**config.mk**
```make
export PLATFORM = sky130hd
export DESIGN_NAME = pc_fetch_ctrl
export DESIGN_NICKNAME = d
export VERILOG_FILES = /design/src/rtl/pc_fetch_ctrl_pkg.sv /design/src/rtl/pc_fetch_ctrl_branch_target_gen.sv /design/src/rtl/pc_fetch_ctrl.sv
export SDC_FILE = /design/constraint.sdc
export NUM_CORES = 1
export LEC_CHECK = 0
export CORE_AREA = 2 2 126 128
export DETAILED_ROUTE_END_ITERATION = 8
export DIE_AREA = 0 0 128 130
export PLACE_DENSITY = 0.75
export SYNTH_ARGS = -nofsm -noshare
export SYNTH_HDL_FRONTEND = slang
export SYNTH_SLANG_ARGS = --single-unit
```
**constraint.sdc**
```tcl
create_clock -name clk -period 5.9 [get_ports clk]
set_input_delay 0.59 -clock clk [delete_from_list [all_inputs] [get_ports clk]]
set_output_delay 0.59 -clock clk [all_outputs]
set_load 0.01 [all_outputs]
```
**src/rtl/pc_fetch_ctrl_pkg.sv**
```systemverilog
// Shared definitions for the fetch PC controller: FSM encodings, default vectors
// and the branch-kind decode used by both the target generator and ALU-control decode.
package pc_fetch_ctrl_pkg;

    typedef enum logic [1:0] {
        ST_BOOT = 2'd0,
        ST_REQ  = 2'd1,
        ST_HOLD = 2'd2
    } fetch_state_e;

    typedef enum logic [1:0] {
        BK_NONE   = 2'd0,
        BK_BRANCH = 2'd1,
        BK_JAL    = 2'd2,
        BK_JALR   = 2'd3
    } branch_kind_e;

    localparam logic [31:0] RESET_PC_DEFAULT = 32'h0000_0000;
    localparam logic [31:0] TRAP_VEC_DEFAULT = 32'h0000_0100;
    localparam logic [31:0] FETCH_STRIDE     = 32'd4;

    // JALR outranks JAL, which outranks a conditional branch.
    function automatic branch_kind_e decode_kind(input logic branch,
                                                 input logic jal,
                                                 input logic jalr);
        branch_kind_e kind;
        if (jalr) begin
            kind = BK_JALR;
        end else if (jal) begin
            kind = BK_JAL;
        end else if (branch) begin
            kind = BK_BRANCH;
        end else begin
            kind = BK_NONE;
        end
        return kind;
    endfunction

    function automatic logic is_misaligned(input logic [31:0] addr);
        return (addr[1:0] != 2'b00);
    endfunction

endpackage

```
**src/rtl/pc_fetch_ctrl_branch_target_gen.sv**
```systemverilog
// Resolves whether the execute-stage instruction redirects fetch, and where to.
// A misaligned destination is replaced by the trap vector.
module branch_target_gen
    import pc_fetch_ctrl_pkg::*;
#(
    parameter logic [31:0] TRAP_VEC = TRAP_VEC_DEFAULT
) (
    input  logic        ex_valid,
    input  logic        ex_branch,
    input  logic        ex_jal,
    input  logic        ex_jalr,
    input  logic [31:0] ex_pc,
    input  logic [31:0] ex_imm,
    input  logic        alu_cmp,
    input  logic [31:0] alu_q,
    output logic        take,
    output logic        misalign,
    output logic [31:0] target
);

    branch_kind_e kind_s;
    logic [31:0]  raw_target_s;

    // Select the redirect destination and qualify it with validity and alignment.
    always_comb begin
        kind_s       = decode_kind(ex_branch, ex_jal, ex_jalr);
        raw_target_s = ex_pc + ex_imm;
        take         = 1'b0;
        case (kind_s)
            BK_JALR: begin
                raw_target_s = {alu_q[31:1], 1'b0};
                take         = ex_valid;
            end
            BK_JAL:    take = ex_valid;
            BK_BRANCH: take = ex_valid & alu_cmp;
            default:   take = 1'b0;
        endcase
        misalign = take & is_misaligned(raw_target_s);
        if (misalign) begin
            target = TRAP_VEC;
        end else begin
            target = raw_target_s;
        end
    end

endmodule

```
**src/rtl/pc_fetch_ctrl.sv**
```systemverilog
// Fetch-side PC controller: sequential fetch over a req/ack handshake, redirect on
// resolved control flow, and suppression of a fetch that a redirect made stale.
module pc_fetch_ctrl
    import pc_fetch_ctrl_pkg::*;
#(
    parameter logic [31:0] RESET_PC = RESET_PC_DEFAULT,
    parameter logic [31:0] TRAP_VEC = TRAP_VEC_DEFAULT
) (
    input  logic        clk,
    input  logic        rst,
    input  logic        ex_valid,
    input  logic        ex_branch,
    input  logic        ex_jal,
    input  logic        ex_jalr,
    input  logic [31:0] ex_pc,
    input  logic [31:0] ex_imm,
    input  logic        alu_cmp,
    input  logic [31:0] alu_q,
    input  logic        imem_ack,
    input  logic        if_ready,
    output logic        imem_req,
    output logic [31:0] imem_addr,
    output logic        if_valid,
    output logic [31:0] if_pc,
    output logic        redirect,
    output logic        misalign_trap
);

    fetch_state_e state_q, state_d;
    logic [31:0]  pc_q, pc_d;
    logic [31:0]  addr_q, addr_d;
    logic [31:0]  if_pc_q, if_pc_d;
    logic         req_q, req_d;
    logic         valid_q, valid_d;
    logic         kill_q, kill_d;
    logic         take_s;
    logic         misalign_s;
    logic [31:0]  target_s;

    branch_target_gen #(.TRAP_VEC(TRAP_VEC)) u_btg (
        .ex_valid (ex_valid),
        .ex_branch(ex_branch),
        .ex_jal   (ex_jal),
        .ex_jalr  (ex_jalr),
        .ex_pc    (ex_pc),
        .ex_imm   (ex_imm),
        .alu_cmp  (alu_cmp),
        .alu_q    (alu_q),
        .take     (take_s),
        .misalign (misalign_s),
        .target   (target_s)
    );

    // Next-state logic: a redirect overrides normal sequencing in every state.
    always_comb begin
        state_d = state_q;
        pc_d    = pc_q;
        addr_d  = addr_q;
        if_pc_d = if_pc_q;
        req_d   = req_q;
        valid_d = valid_q;
        kill_d  = kill_q;
        if (take_s) begin
            pc_d    = target_s;
            valid_d = 1'b0;
            // An unanswered request must keep its address; its data is discarded later.
            if ((state_q == ST_REQ) && !imem_ack) begin
                kill_d = 1'b1;
            end else begin
                state_d = ST_REQ;
                req_d   = 1'b1;
                addr_d  = target_s;
                kill_d  = 1'b0;
            end
        end else begin
            case (state_q)
                ST_BOOT: begin
                    state_d = ST_REQ;
                    req_d   = 1'b1;
                    addr_d  = pc_q;
                end
                ST_REQ: begin
                    if (imem_ack && kill_q) begin
                        kill_d  = 1'b0;
                        addr_d  = pc_q;
                        valid_d = 1'b0;
                    end else if (imem_ack) begin
                        valid_d = 1'b1;
                        if_pc_d = addr_q;
                        pc_d    = pc_q + FETCH_STRIDE;
                        addr_d  = pc_q + FETCH_STRIDE;
                        if (if_ready) begin
                            state_d = ST_REQ;
                        end else begin
                            state_d = ST_HOLD;
                            req_d   = 1'b0;
                        end
                    end else begin
                        valid_d = 1'b0;
                    end
                end
                ST_HOLD: begin
                    if (if_ready) begin
                        state_d = ST_REQ;
                        req_d   = 1'b1;
                        addr_d  = pc_q;
                        valid_d = 1'b0;
                    end else begin
                        valid_d = 1'b1;
                    end
                end
                default: begin
                    state_d = ST_BOOT;
                    req_d   = 1'b0;
                    valid_d = 1'b0;
                    kill_d  = 1'b0;
                end
            endcase
        end
    end

    // State and output registers.
    always_ff @(posedge clk or posedge rst) begin
        if (rst) begin
            state_q <= ST_BOOT;
            pc_q    <= RESET_PC;
            addr_q  <= RESET_PC;
            if_pc_q <= 32'h0000_0000;
            req_q   <= 1'b0;
            valid_q <= 1'b0;
            kill_q  <= 1'b0;
        end else begin
            state_q <= state_d;
            pc_q    <= pc_d;
            addr_q  <= addr_d;
            if_pc_q <= if_pc_d;
            req_q   <= req_d;
            valid_q <= valid_d;
            kill_q  <= kill_d;
        end
    end

    assign imem_req      = req_q;
    assign imem_addr     = addr_q;
    assign if_valid      = valid_q;
    assign if_pc         = if_pc_q;
    assign redirect      = take_s & ~rst;
    assign misalign_trap = misalign_s & ~rst;

endmodule

```
**Word level (Yosys, flattened, before mapping)**

Cells that the tools add are included.

- Register bits after elaboration: 101
- Input bits: 105
- Output and inout port bits: 68
- Word-level logic and storage cells: 85

- Add/sub/neg operators: 2
- Eq/ne operators: 15
- Mux-type cells: 38
- Bitwise logic cells: 7
- Reductions and logical operators: 16

Operator list:

| operator | number |
|---|---|
| $mux W32 | 10 |
| $pmux W32 S3 | 1 |
| $add A32 B3 Y32 const B | 1 |
| $add A32 B32 Y32 | 1 |
| $mux W2 | 8 |
| $mux W1 | 14 |
| $ne A3 B3 Y1 const B | 4 |
| $reduce_and A4 Y1 | 3 |
| $eq A2 B2 Y1 const B | 3 |
| $ne A2 B2 Y1 const B | 3 |
| $pmux W1 S3 | 2 |
| $pmux W2 S3 | 1 |
| $reduce_bool A2 Y1 | 3 |
| $reduce_and A5 Y1 | 1 |
| $and A1 B1 Y1 | 4 |
| $eq A2 B1 Y1 const B | 2 |
| $ne A4 B3 Y1 const B | 1 |
| $pmux W1 S2 | 2 |
| $reduce_bool A4 Y1 | 1 |
| $reduce_or A2 Y1 | 2 |
| $ne A3 B2 Y1 const B | 1 |
| $not A1 Y1 | 3 |
| $reduce_and A3 Y1 | 1 |
| $logic_and A1 B1 Y1 | 2 |
| other kinds (4) | 4 |

**Longest topological paths before layout**

- Depth in word-level cells: 10
- Gate-level depth with buffers: 12
- Depth with buffers taken out: 12

**Modules after synthesis**

Synthesis repeated with hierarchy kept, for this count alone.

- Cell total of the unflattened synthesis: 834
- Area, all modules: 7385.8 µm²

Modules (own cells, without submodules):

| module | times used | cells an instance | area an instance (µm²) | sequential area each (µm²) |
|---|---|---|---|---|
| pc_fetch_ctrl | 1 | 519 | 5236.3 | 2527.4 |
| branch_target_gen | 1 | 315 | 2149.6 | 0.0 |

**Least setup slack after synthesis**

No wires, ideal clock.

- Kind: input port to flip-flop
- From: in ex_pc[0]
- To: reg pc_q[30]
- Library setup time: 0.119 ns
- Arrival: 2.848 ns
- Data required time: 5.781 ns
- Slack: 2.933 ns
- Stages: 12
- Path buffers: 0
- Path through: ha_1 inv_1 fa_1 nand2b_1 a21oi_1 o211ai_2 nand2_2 a21oi_2 or4_4 a32oi_2 a21oi_1 o21a_1

- Word-level cells in the longest chain between the ends: 6

Ends and longest elaborated chain:

| what | RTL line | source |
|---|---|---|
| start, declared | pc_fetch_ctrl.sv:15 | `input logic [31:0] ex_pc,` |
| $add A32 B32 Y32 (*) | pc_fetch_ctrl_branch_target_gen.sv:27 | `raw_target_s = ex_pc + ex_imm;` |
| $mux W32 (*) | pc_fetch_ctrl_branch_target_gen.sv:29 | `case (kind_s)` |
| $reduce_bool A2 Y1 | pc_fetch_ctrl_pkg.sv:40 | `return (addr[1:0] != 2'b00);` |
| $and A1 B1 Y1 | pc_fetch_ctrl_branch_target_gen.sv:38 | `misalign = take & is_misaligned(raw_target_s);` |
| $mux W32 (*) | pc_fetch_ctrl_branch_target_gen.sv:39 | `if (misalign) begin` |
| $mux W32 (*) | pc_fetch_ctrl.sv:63 | `if (take_s) begin` |
| end signal, assigned | pc_fetch_ctrl.sv:134 | `pc_q <= pc_d;` |
| end, declared | pc_fetch_ctrl.sv:30 | `logic [31:0] pc_q, pc_d;` |

Mark *: on every way between the ends. The rest lies on a longest branch, timed or not.
A chain may end at the register's enable or synchronous reset.

**Worst setup path after layout**

- From: in ex_jalr
- To: reg pc_q[29]

- Word-level cells in the longest chain between the ends: 7
- Elaborated cells on any way between the ends: 15
- Classes of those cells: 4 x eq/ne; 5 x mux; 1 x bitwise; 5 x reduce/logical

Ends and longest elaborated chain:

| what | RTL line | source |
|---|---|---|
| start, declared | pc_fetch_ctrl.sv:14 | `input logic ex_jalr,` |
| $mux W2 (*) | pc_fetch_ctrl_pkg.sv:27 | `if (jalr) begin` |
| $eq A2 B2 Y1 | pc_fetch_ctrl_branch_target_gen.sv:29 |  |
| $reduce_or A2 Y1 (no line) or $mux W32 (tied branches) | -- |  |
| $pmux W1 S2 or $reduce_bool A2 Y1 (tied branches) | pc_fetch_ctrl_branch_target_gen.sv:29, pc_fetch_ctrl_pkg.sv:40 |  |
| $and A1 B1 Y1 | pc_fetch_ctrl_branch_target_gen.sv:38 |  |
| $mux W32 | pc_fetch_ctrl_branch_target_gen.sv:39 |  |
| $mux W32 | pc_fetch_ctrl.sv:63 |  |

Marks and branches as above.

==> summary.md <==
| Metric | Value |
|---|---|
| Synthesized area divided by synthesized cell count | `between 8 and 9 um^2` |
| Final Hold Viols | `0` |
| Class of the tightest hold or removal check | `reg -> reg` |
| Maximum level of the CTS H-tree | `3` |
| Synthesis Warnings | `0` |
| Area enclosed by the die boundary | `~17,000 um^2` |
| DR WL/cell | `16.1 um` |
| Count of TritonRoute iterations in the first routing pass | `5` |
| Height of the die | `approximately 130 um` |
| Cell types occupying the most area after synthesis | `sky130_fd_sc_hd__dfrtp_1 (34%), sky130_fd_sc_hd__ha_1 (6.0%), sky130_fd_sc_hd__nand2_1 (5.8%)` |
| Fraction of registers with async set or reset after synthesis | `between 90% and 100%` |
| Synthesized flop and latch total | `101` |
| Setup TNS | `0 ps` |
| Number of distinct library cells after synthesis | `76` |
| Final Wtd Congestion | `between 0.8 and 0.9` |
| Seq pwr share | `between 30% and 40%` |
| Proportion of power drawn by combinational gates | `a little under half` |
| Core region area | `15,400 um^2` |
| End of the worst register-to-register path | `imem_addr[31]` |
| Switching pwr | `1.21 mW` |
| FMAX | `267 MHz` |
| Root Buffer | `sky130_fd_sc_hd__clkbuf_16` |
| Run status | `complete, no violations` |
| Via-to-Cell Ratio | `5.77` |
| Combinational family with the most area after synthesis | `compound AO/OA/AOI/OAI gates` |
| Final min period | `between 3000 and 4000 ps` |
| Initial antenna violation count | `0` |
| Post-CTS sizing | `0` |
| Total Routing Usage GR | `24.1%` |
| Number of pins with negative max-slew slack in the final report | `0` |
| Sink Count | `101` |
| Maximum number of pins on one net before global-route repair | `79` |
| Insertion delay of the later-clocked pin in the worst-skew pair | `about 350 ps` |
| Portion of synthesized cell area occupied by the leading cell type | `between 30% and 40%` |
| Setup repair after global routing missed its margin | `no` |
| Maximum fanout encountered on the critical timing path | `40` |
| TritonCTS clock tree | `done` |
| Number of instances in the synthesized netlist | `about 900` |
| Number of buffer cells added on primary ports | `between 150 and 200` |
| Critical Setup Path Class | `in -> reg` |
| Initial Utilization | `between 40 and 50%` |
| Worst reg-to-reg path cell count | `9` |
| Cell area after synthesis | `around 7500 um^2` |
| Vias | `roughly 7,000` |
| CP required | `slightly above 6000 ps` |
| Clock network power share | `between 10% and 20%` |
| Power per Cell Area | `around 340 nW/um^2` |
| GR Overflow Total | `0` |
| Number of diodes added for antenna fixing | `0` |
| Slack of the worst reg-to-reg path | `roughly 3200 ps` |
| Worst flop-to-flop path startpoint | `pc_q[4]` |
| Count of max-cap constraint violations | `0` |
| CTS clock-pin slew for the worst setup and hold paths | `approximately 70 ps` |
| Global-route wire length before repair | `around 32,000 um` |
| Sequential area share after synthesis | `33.9%` |
| Maximum buffer depth of the clock tree | `2` |
| Biggest area consumer among synthesized cells | `sky130_fd_sc_hd__dfrtp_1` |
| Number of hold-repair buffers added at the cts stage | `0` |
| Pre-CTS setup slack | `1810 ps` |
| EDFF count, synth | `0` |
| Net count, final | `~1,200` |
| Top post-synthesis cells by count | `sky130_fd_sc_hd__nand2_1 (116), sky130_fd_sc_hd__nor2_1 (103), sky130_fd_sc_hd__dfrtp_1 (101)` |
| Critical Path Sink | `pc_q[29]` |
| Xor/xnor cell area share of the yosys netlist | `between 6 and 7%` |
| Multiplexer area fraction after synthesis | `about 6%` |
| I/O pin count | `roughly 170` |
| Final Cycle Share | `63.5%` |
| Layout cell share with drive strength beyond 1 | `just under 8%` |
| PnR worst setup slack | `around 2200 ps` |
| Startpoint type of the worst setup path | `input pin` |
| Number of nets with antenna violations after detailed routing | `0` |
| Post-Route Skew | `between 6 and 7 ps` |
| Area grow syn2layout | `28.7%` |
| Worst slew pin tran | `between 900 and 1000 ps` |
| Peak VDD IR | `0.168 mV` |
| Final Routed Wirelength | `approximately 20,000 um` |
| Fraction of the mapped netlist area in simple logic gates | `between 20% and 30%` |
| Complex-gate fraction of the synthesized area | `23.0%` |
| Max transition margin | `35.3%` |
| Number of design rule violations left after detail routing | `0` |
| CTS Buf Count | `9` |
| Static leakage | `4.09 nW` |
| Number of standard-cell rows in the floorplan | `between 40 and 50` |
| CP Data Arrival Time | `~4000 ps` |
| Detailed Route Iter0 Violations | `481` |
| Internal power of the cells | `2.05 mW` |
| Dpl hpwl | `about 15,000 um` |
| Timing startpoint of the critical path | `ex_jalr` |
| Net switching fraction of the power | `37.3%` |
| Top-count cell post-synth | `sky130_fd_sc_hd__nand2_1` |
| Post-CTS setup buffer count | `0` |
| Adder and majority gate portion of the synthesized area | `6.31%` |
| Setup violation total in the final timing report | `0` |
| Primary flip-flop cell chosen by synthesis mapping | `sky130_fd_sc_hd__dfrtp_1` |
| Setup crit end kind | `flip-flop` |
| Number of global-route vias before repair | `6,486` |
| Synthesized Nets | `approximately 1,000` |
| Horizontal die dimension | `~130 um` |
## power by group through the flow
stage | Sequential [mW] | Clock (mW) | Combinational, mW
after CTS | 1.11 | 0.612 | 1.56
after global routing | 1.14 | 0.648 | 1.72
after floorplan | 1.17 | 0 | 0.823
final | 1.10 | 0.597 | 1.56
after detailed placement | 1.12 | 0 | 1.56
after global placement | 1.11 | 0 | 1.54
## worst max-delay path, stage by stage
cell and delay, ps:
sky130_fd_sc_hd__clkdlybuf4s50_1 450, sky130_fd_sc_hd__buf_4 340, sky130_fd_sc_hd__clkinv_1 590, sky130_fd_sc_hd__o21bai_1 440
sky130_fd_sc_hd__nand2_1 360, sky130_fd_sc_hd__nor2_1 580, sky130_fd_sc_hd__a22oi_1 310, sky130_fd_sc_hd__a21oi_1 190
sky130_fd_sc_hd__a2bb2oi_1 160
## sequential cells by signal (all words and copies together), names as in the netlist
register	count
if_pc	32
imem_addr	32
pc_q	32
state_q	2
if_valid	1
imem_req	1
kill_q	1
## cells by family (layout without fill, tap and decap cells)
family / after synthesis / count (layout)
multiplexers: 41 / 41
flip-flops: 101 / 101
AO/OA/AOI/OAI: 263 / 263
AND/OR/NAND/NOR: 336 / 336
buffers and inverters: 67 / 214
adder cells (fa/ha/maj): 37 / 37
XOR/XNOR: 53 / 53
## layout by cell type (no fill, tap or decap), types with 26 or more instances in the layout
cell | netlist | final
sky130_fd_sc_hd__clkdlybuf4s50_1 | 0 | 171
sky130_fd_sc_hd__nand2_1 | 116 | 115
sky130_fd_sc_hd__nor2_1 | 103 | 102
sky130_fd_sc_hd__dfrtp_1 | 101 | 101
sky130_fd_sc_hd__a21oi_1 | 80 | 79
sky130_fd_sc_hd__o21ai_0 | 40 | 40
sky130_fd_sc_hd__ha_1 | 36 | 36
sky130_fd_sc_hd__mux2_2 | 34 | 34
sky130_fd_sc_hd__a31oi_1 | 32 | 32
sky130_fd_sc_hd__nand3_1 | 29 | 29
sky130_fd_sc_hd__xor2_1 | 27 | 27
sky130_fd_sc_hd__xnor2_1 | 26 | 26
## worst min path at each step
stage,from,endpoint,slack (ps),depth (start not counted)
floorplan,pc_q[0],pc_q[0],440,1
global placement,pc_q[1],pc_q[1],460,1
detailed placement,pc_q[1],pc_q[1],460,1
CTS,pc_q[0],pc_q[0],480,1
global route,pc_q[0],pc_q[0],500,1
finish,pc_q[1],pc_q[1],480,1
## per-layer routing
metal	global-route usage [%]	part of all wire [%]	vias to the layer above
met5	0	0	-
met4	8.34	2.5	0
met3	3.24	5.6	36
met2	38.8	47	259
met1	33.8	45	3338
li1	-	-	3508
## stage by stage
| stage | util [%] | total power [mW] | std cells | hold WS, ps | cell area, um^2 |
|---|---|---|---|---|---|
| floorplan | - | 1.99 | 898 | 444 | 7460 |
| global placement | 60.3 | 2.65 | 1221 | 459 | 9300 |
| detailed placement | 60.3 | 2.68 | 1221 | 463 | 9300 |
| CTS | 62.2 | 3.28 | 1237 | 483 | 9600 |
| global route | 62.2 | 3.50 | 1237 | 497 | 9600 |
| finish | 62.2 | 3.26 | 1237 | 480 | 9600 |
## cell type report
type | count | area, um^2
clock buffers | 10 | 229
fillers | 1381 | 5830
multi-input cells | 730 | 4690
repair buffers | 178 | 1760
clock inverters | 6 | 72.6
inverters | 20 | 77.6
flip-flops and latches | 101 | 2530
well taps | 192 | 240
No activity file was read; power rests on OpenSTA's default activity.
